===== src/rtl/lsu_pkg.sv =====
// Shared types, funct3 encodings and the alignment/legality check for the
// load/store unit.
package lsu_pkg;

  typedef enum logic [1:0] {
    IDLE      = 2'd0,
    LOAD_RESP = 2'd1,
    RMW_MERGE = 2'd2
  } lsu_state_e;

  localparam logic [2:0] F3_B  = 3'b000;
  localparam logic [2:0] F3_H  = 3'b001;
  localparam logic [2:0] F3_W  = 3'b010;
  localparam logic [2:0] F3_BU = 3'b100;
  localparam logic [2:0] F3_HU = 3'b101;

  // Unsigned variants exist only for loads, so they fault as stores.
  function automatic logic isMisaligned(input logic [2:0] funct3,
                                        input logic [1:0] addr_lo,
                                        input logic       write);
    logic bad;
    case (funct3)
      F3_B:    bad = 1'b0;
      F3_H:    bad = addr_lo[0];
      F3_W:    bad = (addr_lo != 2'b00);
      F3_BU:   bad = write;
      F3_HU:   bad = write | addr_lo[0];
      default: bad = 1'b1;
    endcase
    return bad;
  endfunction

endpackage


===== src/rtl/load_store_unit_if.sv =====
// Pipeline request/response and data-memory bus of the load/store unit.
// master = pipeline + memory side, slave = the load/store unit.
interface load_store_unit_if #(parameter int DATA_W = 32);
  logic              reqValid;
  logic              reqWrite;
  logic [2:0]        funct3;
  logic [DATA_W-1:0] reqAddr;
  logic [DATA_W-1:0] reqData;
  logic              stall;
  logic              respValid;
  logic [DATA_W-1:0] respData;
  logic              misaligned;
  logic              memRead;
  logic              memWrite;
  logic [DATA_W-1:0] memAddr;
  logic [DATA_W-1:0] memWriteData;
  logic [DATA_W-1:0] memReadData;

  modport master (
    output reqValid, reqWrite, funct3, reqAddr, reqData, memReadData,
    input  stall, respValid, respData, misaligned,
           memRead, memWrite, memAddr, memWriteData
  );

  modport slave (
    input  reqValid, reqWrite, funct3, reqAddr, reqData, memReadData,
    output stall, respValid, respData, misaligned,
           memRead, memWrite, memAddr, memWriteData
  );
endinterface


===== src/rtl/lsu_lane_align.sv =====
// Combinational lane logic: sub-word extract/extend for loads and
// byte/half merge into a read word for sub-word stores.
module lsu_lane_align
  import lsu_pkg::*;
(
  input  logic [31:0] word_i,
  input  logic [1:0]  offset_i,
  input  logic [2:0]  funct3_i,
  input  logic        half_i,
  input  logic [15:0] data_i,
  output logic [31:0] load_o,
  output logic [31:0] merge_o
);

  logic [7:0]  byte_lane;
  logic [15:0] half_lane;

  always_comb begin
    case (offset_i)
      2'd0:    byte_lane = word_i[7:0];
      2'd1:    byte_lane = word_i[15:8];
      2'd2:    byte_lane = word_i[23:16];
      default: byte_lane = word_i[31:24];
    endcase
    half_lane = offset_i[1] ? word_i[31:16] : word_i[15:0];

    case (funct3_i)
      F3_B:    load_o = {{24{byte_lane[7]}}, byte_lane};
      F3_H:    load_o = {{16{half_lane[15]}}, half_lane};
      F3_BU:   load_o = {24'd0, byte_lane};
      F3_HU:   load_o = {16'd0, half_lane};
      default: load_o = word_i;
    endcase

    merge_o = word_i;
    if (half_i) begin
      if (offset_i[1]) merge_o[31:16] = data_i;
      else             merge_o[15:0]  = data_i;
    end else begin
      case (offset_i)
        2'd0:    merge_o[7:0]   = data_i[7:0];
        2'd1:    merge_o[15:8]  = data_i[7:0];
        2'd2:    merge_o[23:16] = data_i[7:0];
        default: merge_o[31:24] = data_i[7:0];
      endcase
    end
  end

endmodule


===== src/rtl/load_store_unit.sv =====
// Memory-stage load/store unit: single-cycle sw, two-cycle loads and
// read-modify-write sub-word stores on a word-only data memory.
//
// state     | meaning
// IDLE      | accepting requests; sw and faults complete here
// LOAD_RESP | read data arriving; extend and register the response
// RMW_MERGE | read word arriving; write back with the sub-word replaced
module load_store_unit
  import lsu_pkg::*;
#(
  parameter int DATA_W = 32
) (
  input logic               clk,
  input logic               rst,
  load_store_unit_if.slave  bus
);

  lsu_state_e        state_q;
  logic [1:0]        off_q;
  logic [2:0]        f3_q;
  logic [15:0]       data_q;
  logic [DATA_W-3:0] word_addr_q;
  logic [DATA_W-1:0] resp_data_q;
  logic              resp_valid_q;
  logic              misaligned_q;

  logic        accept;
  logic        fault;
  logic        is_sw;
  logic [31:0] load_ext;
  logic [31:0] merged;

  assign accept = (state_q == IDLE) && bus.reqValid && !rst;
  assign fault  = isMisaligned(bus.funct3, bus.reqAddr[1:0], bus.reqWrite);
  assign is_sw  = bus.reqWrite && (bus.funct3 == F3_W);

  lsu_lane_align u_lane_align (
    .word_i   (bus.memReadData),
    .offset_i (off_q),
    .funct3_i (f3_q),
    .half_i   (f3_q[0]),
    .data_i   (data_q),
    .load_o   (load_ext),
    .merge_o  (merged)
  );

  // RMW write-back uses the latched address; the request bus may carry junk.
  always_comb begin
    bus.memRead      = 1'b0;
    bus.memWrite     = 1'b0;
    bus.memAddr      = {bus.reqAddr[DATA_W-1:2], 2'b00};
    bus.memWriteData = bus.reqData;
    if (state_q == RMW_MERGE && !rst) begin
      bus.memWrite     = 1'b1;
      bus.memAddr      = {word_addr_q, 2'b00};
      bus.memWriteData = merged;
    end else if (accept && !fault) begin
      bus.memWrite = is_sw;
      bus.memRead  = !is_sw;
    end
  end

  assign bus.stall      = (state_q != IDLE);
  assign bus.respValid  = resp_valid_q;
  assign bus.respData   = resp_data_q;
  assign bus.misaligned = misaligned_q;

  always_ff @(posedge clk or posedge rst) begin
    if (rst) begin
      state_q      <= IDLE;
      off_q        <= 2'd0;
      f3_q         <= 3'd0;
      data_q       <= 16'd0;
      word_addr_q  <= '0;
      resp_data_q  <= '0;
      resp_valid_q <= 1'b0;
      misaligned_q <= 1'b0;
    end else begin
      resp_valid_q <= 1'b0;
      misaligned_q <= 1'b0;
      case (state_q)
        IDLE: begin
          if (bus.reqValid) begin
            if (fault) begin
              misaligned_q <= 1'b1;
            end else if (!is_sw) begin
              off_q       <= bus.reqAddr[1:0];
              f3_q        <= bus.funct3;
              data_q      <= bus.reqData[15:0];
              word_addr_q <= bus.reqAddr[DATA_W-1:2];
              state_q     <= bus.reqWrite ? RMW_MERGE : LOAD_RESP;
            end
          end
        end
        LOAD_RESP: begin
          resp_data_q  <= load_ext;
          resp_valid_q <= 1'b1;
          state_q      <= IDLE;
        end
        default: state_q <= IDLE;
      endcase
    end
  end

endmodule


===== src/flat_wrapper.sv =====
// flat-port wrapper written by rule: the top's interface ports become plain ports
module load_store_unit_flat import lsu_pkg::*;
#(
  parameter int DATA_W = 32
)
  (clk, rst, bus_reqValid, bus_reqWrite, bus_funct3, bus_reqAddr, bus_reqData, bus_memReadData, bus_stall, bus_respValid, bus_respData, bus_misaligned, bus_memRead, bus_memWrite, bus_memAddr, bus_memWriteData);
  load_store_unit_if #(.DATA_W(DATA_W)) bus_i ();
  input logic clk;
  input logic rst;
  input wire logic [$bits(bus_i.reqValid)-1:0] bus_reqValid;
  input wire logic [$bits(bus_i.reqWrite)-1:0] bus_reqWrite;
  input wire logic [$bits(bus_i.funct3)-1:0] bus_funct3;
  input wire logic [$bits(bus_i.reqAddr)-1:0] bus_reqAddr;
  input wire logic [$bits(bus_i.reqData)-1:0] bus_reqData;
  input wire logic [$bits(bus_i.memReadData)-1:0] bus_memReadData;
  output wire logic [$bits(bus_i.stall)-1:0] bus_stall;
  output wire logic [$bits(bus_i.respValid)-1:0] bus_respValid;
  output wire logic [$bits(bus_i.respData)-1:0] bus_respData;
  output wire logic [$bits(bus_i.misaligned)-1:0] bus_misaligned;
  output wire logic [$bits(bus_i.memRead)-1:0] bus_memRead;
  output wire logic [$bits(bus_i.memWrite)-1:0] bus_memWrite;
  output wire logic [$bits(bus_i.memAddr)-1:0] bus_memAddr;
  output wire logic [$bits(bus_i.memWriteData)-1:0] bus_memWriteData;
  assign bus_i.reqValid = bus_reqValid;
  assign bus_i.reqWrite = bus_reqWrite;
  assign bus_i.funct3 = bus_funct3;
  assign bus_i.reqAddr = bus_reqAddr;
  assign bus_i.reqData = bus_reqData;
  assign bus_i.memReadData = bus_memReadData;
  assign bus_stall = bus_i.stall;
  assign bus_respValid = bus_i.respValid;
  assign bus_respData = bus_i.respData;
  assign bus_misaligned = bus_i.misaligned;
  assign bus_memRead = bus_i.memRead;
  assign bus_memWrite = bus_i.memWrite;
  assign bus_memAddr = bus_i.memAddr;
  assign bus_memWriteData = bus_i.memWriteData;
  load_store_unit #(.DATA_W(DATA_W)) u_core (.clk(clk), .rst(rst), .bus(bus_i));
endmodule

===== config.mk =====
export PLATFORM = sky130hd
export DESIGN_NAME = load_store_unit_flat
export DESIGN_NICKNAME = d
export VERILOG_FILES = /design/src/rtl/lsu_pkg.sv /design/src/rtl/load_store_unit_if.sv /design/src/rtl/lsu_lane_align.sv /design/src/rtl/load_store_unit.sv /design/src/flat_wrapper.sv
export SDC_FILE = /design/constraint.sdc
export NUM_CORES = 1
export LEC_CHECK = 0
export BUFFER_PORTS_ARGS = -buffer_cell sky130_fd_sc_hd__buf_4
export CORE_MARGIN = 4
export CORE_UTILIZATION = 50
export DETAILED_ROUTE_END_ITERATION = 6
export PLACE_DENSITY = 0.78
export SYNTH_ARGS = -nofsm -noshare
export SYNTH_HDL_FRONTEND = slang
export SYNTH_SLANG_ARGS = --single-unit

===== constraint.sdc =====
create_clock -name clk -period 3 [get_ports clk]
set_input_delay 0.15 -clock clk [delete_from_list [all_inputs] [get_ports clk]]
set_output_delay 0.15 -clock clk [all_outputs]
set_load 0.02 [all_outputs]

==> results.cfg <==
[status]
status = complete, no violations

[timing]
min_period_ns = 2.65
setup_violations = 0
setup_tns_ns = 0
rsz0062_at_grt = false
slew_headroom = 0.360
slew_violations = 0
fmax_mhz = 378
finalClockSkew_ns = 0.0105
finalHoldViolations = 0
post-route-period-util = 0.882
tightest_slew_ns = 0.960

[min_path]
holdCritPathClass = input pin to flop
hp-start = bus_reqAddr[31]
hold_end = u_core.word_addr_q[29]$_DFFE_PP0P_
hold_depth = 2

[setup_path]
r2r_cells = 5
timing.rr.end = u_core.bus.respData[21]$_DFFE_PP0P_
critical_path_arrival_ns = 2.50
cp-end-kind = output port
cp_cell_sequence = dlygate4sd3_1 > buf_4 > a221oi_2 > o211ai_2 > nand2b_4 > nor3_1 > buf_4
rr_startpoint = u_core.state_q[0]$_DFFE_PP0P_
critPathMaxStageDelay_ns = 0.59
critPathKind = input pin to output port
cp_max_fo = 53
crit_required_ns = 2.85
cpMaxStageDelayCell = nand2b_4
crit_path_start_kind = input pin
cpMostUsedCell = buf_4
r2r_slack_ns = 0.60

[logic_synthesis]
synth_common_cells = dfrtp_1 (87), a21oi_1 (56), mux2_4 (44)
synth_cell_types = 40
synth_seq_area_share = 0.402
synth_top_family_by_area = multiplexers
ys_ff_latch = 87
synth_most_common_cell = dfrtp_1
muxShareOfSynthArea = 0.250
synth_top_area_cell = dfrtp_1
yosys.area_share.xor_xnor = 0
synthTopCellsByArea = dfrtp_1 (40%), mux2_4 (12%), mux2_2 (7.7%)
synthSimpleGateAreaFrac = 0.168
synth_ff_type = dfrtp_1
synth_area_mm2 = 0.00542
synthAdderAreaFrac = 0
synth_top_area_frac = 0.402
avgSynthCellArea_um2 = 10.2
ys_async_sr_fraction = 1.00
synth_compound_area_frac = 0.123
yosysWarnings = 0
synth_edf_count = 0
synth_cells = 534

[finish]
fin_area_mm2 = 0.00734
antennaDiodeCount = 0
syn_to_final_growth_pct = 35.3
fin_nets = 834
drive_above_1_share = 0.429

[route]
drt-total-wl_um = 16400
vias_per_cell = 5.65
drc = 0
dr.first_iter.drc_count = 358
wl_per_cell_um = 18.8
vias = 4924
final_antenna_net_count = 0
drt_first_pass_iters = 5

[grt]
grt_max_degree = 93
grt_overflow = 0
grt_pass1_wl_um = 25900
antenna_found_initial = 0
track_usage = 0.255
grt_pass1_vias = 4935

[cts]
clk_latency_ns = 0.37
clock_sinks = 87
tritoncts = done
cts_setup_buffers = 0
clk_pin_slew_ns = 0.08
clk_path_buf_depth = 2
cts_root_buf = clkbuf_8
htree_levels = 3
numCtsBuffers = 9

[power]
cellInternalPower_w = 0.00296
seqPwrFrac = 0.387
switching_share = 0.365
power_density_mw_per_mm2 = 635
ir_drop_mv = 0.394
switchingPower_w = 0.00170
p_clk_frac = 0.194
p_leak_nw = 3.63
pwr-share-comb = 0.419

[placement]
dp_hpwl_um = 12100
placed_area_mm2 = 0.00692
numPortBuffers = 201
place.gp.congestion = 0.899

[floorplanning]
die_y_um = 112
die_area_mm2 = 0.0126
rows = 37
start_util = 0.518
die_x_um = 112
pin_count = 204
fp.coreArea_mm2 = 0.0105

[run]
cap_violations = 0
-- state kept, by name (all words and copies together) (netlist names) --
| register | count |
|---|---|
| u_core.data_q | 16 |
| u_core.bus.respData | 32 |
| u_core.state_q | 2 |
| u_core.f3_q | 3 |
| u_core.bus.misaligned | 1 |
| u_core.off_q | 2 |
| u_core.bus.respValid | 1 |
| u_core.word_addr_q | 30 |
-- power groups by stage --
stage	clock network, W	registers, W	logic [W]
finish	0.000907	0.00180	0.00195
global route	0.000971	0.00184	0.00210
CTS	0.000923	0.00180	0.00195
detailed placement	0	0.00181	0.00193
floorplan	0	0.00192	0.00106
global placement	0	0.00179	0.00187
-- critical path: cells and delay by family --
kind / cells / cell delay, ns
AND/OR/NAND/NOR: 2 / 0.97
AO/OA/AOI/OAI: 2 / 0.45
buffers and inverters: 3 / 0.90
-- final cells by class --
type | instances | area [um^2]
Clock buffer | 11 | 141
Clock inverter | 4 | 70.1
Fill cell | 819 | 3130
Inverter | 7 | 27.5
Multi-Input combinational cell | 396 | 2950
Sequential cell | 87 | 2180
Tap cell | 136 | 170
Timing Repair Buffer | 230 | 1800
-- through the flow --
stage	hold slack (ns)	instances	utilization	power, W	setup slack [ns]
5_1_grt	0.00118	871	0.701	0.00491	0.225
3_3_place_gp	0.286	836	0.662	0.00366	0.748
2_1_floorplan	0.216	535	-	0.00298	0.600
6_report	0.0208	871	0.701	0.00466	0.354
3_5_place_dp	0.304	836	0.662	0.00373	0.654
4_1_cts	0.000149	867	0.697	0.00467	0.397
-- layer usage --
layer	GRT usage	wire (um)	share of wire	up-vias
met5	0	0	0	-
met4	0.0745	395	0.024	0
met3	0.0836	1510	0.092	37
met2	0.421	7970	0.49	241
met1	0.319	6530	0.40	2349
li1	-	-	-	2297
-- timing repair --
| item | in CTS | in global routing |
|---|---|---|
| hold buffers | 16 | 4 |
| gates resized for setup | 0 | 0 |
| endpoints found under the hold margin | 53 | 4 |
-- cell usage in the layout, fill, tap and decap left out, types with 5 or more instances in the layout --
| cell | synthesis | final |
|---|---|---|
| and3_1 | 9 | 9 |
| mux2_2 | 37 | 37 |
| dlygate4sd3_1 | 0 | 20 |
| clkbuf_8 | 0 | 10 |
| or3_1 | 7 | 7 |
| nor2b_1 | 5 | 5 |
| dfrtp_1 | 87 | 87 |
| a21oi_1 | 56 | 56 |
| nand3b_1 | 8 | 8 |
| o21ai_0 | 16 | 16 |
| nor3_1 | 7 | 7 |
| nand2b_1 | 25 | 25 |
| mux2i_1 | 28 | 28 |
| buf_4 | 4 | 208 |
| a221oi_1 | 8 | 8 |
| nand3_1 | 41 | 41 |
| nor2_1 | 43 | 43 |
| mux2_4 | 44 | 44 |
| nand2_1 | 29 | 29 |
| a211oi_1 | 8 | 8 |
-- how the worst max path moves through the flow --
stage                                              from                                  end  cells past startpoint  slack, ns
after floorplan                                     rst      u_core.bus.misaligned$_DFF_PP0_                      1       0.60
after detailed placement  u_core.state_q[0]$_DFFE_PP0P_  u_core.bus.respData[23]$_DFFE_PP0P_                      5       0.65
final                                      bus_reqWrite                          bus_memRead                      7       0.35
after global placement    u_core.state_q[0]$_DFFE_PP0P_  u_core.bus.respData[20]$_DFFE_PP0P_                      5       0.75
after CTS                                  bus_reqWrite                          bus_memRead                      7       0.40
after global routing                       bus_reqWrite                          bus_memRead                      7       0.22
-- cells by family after synthesis --
group	after synthesis
other	1
buffers and inverters	52
AND/OR/NAND/NOR	180
AO/OA/AOI/OAI	105
multiplexers	109
flip-flops	87
Note: power is estimated with default switching activity, not from simulation.
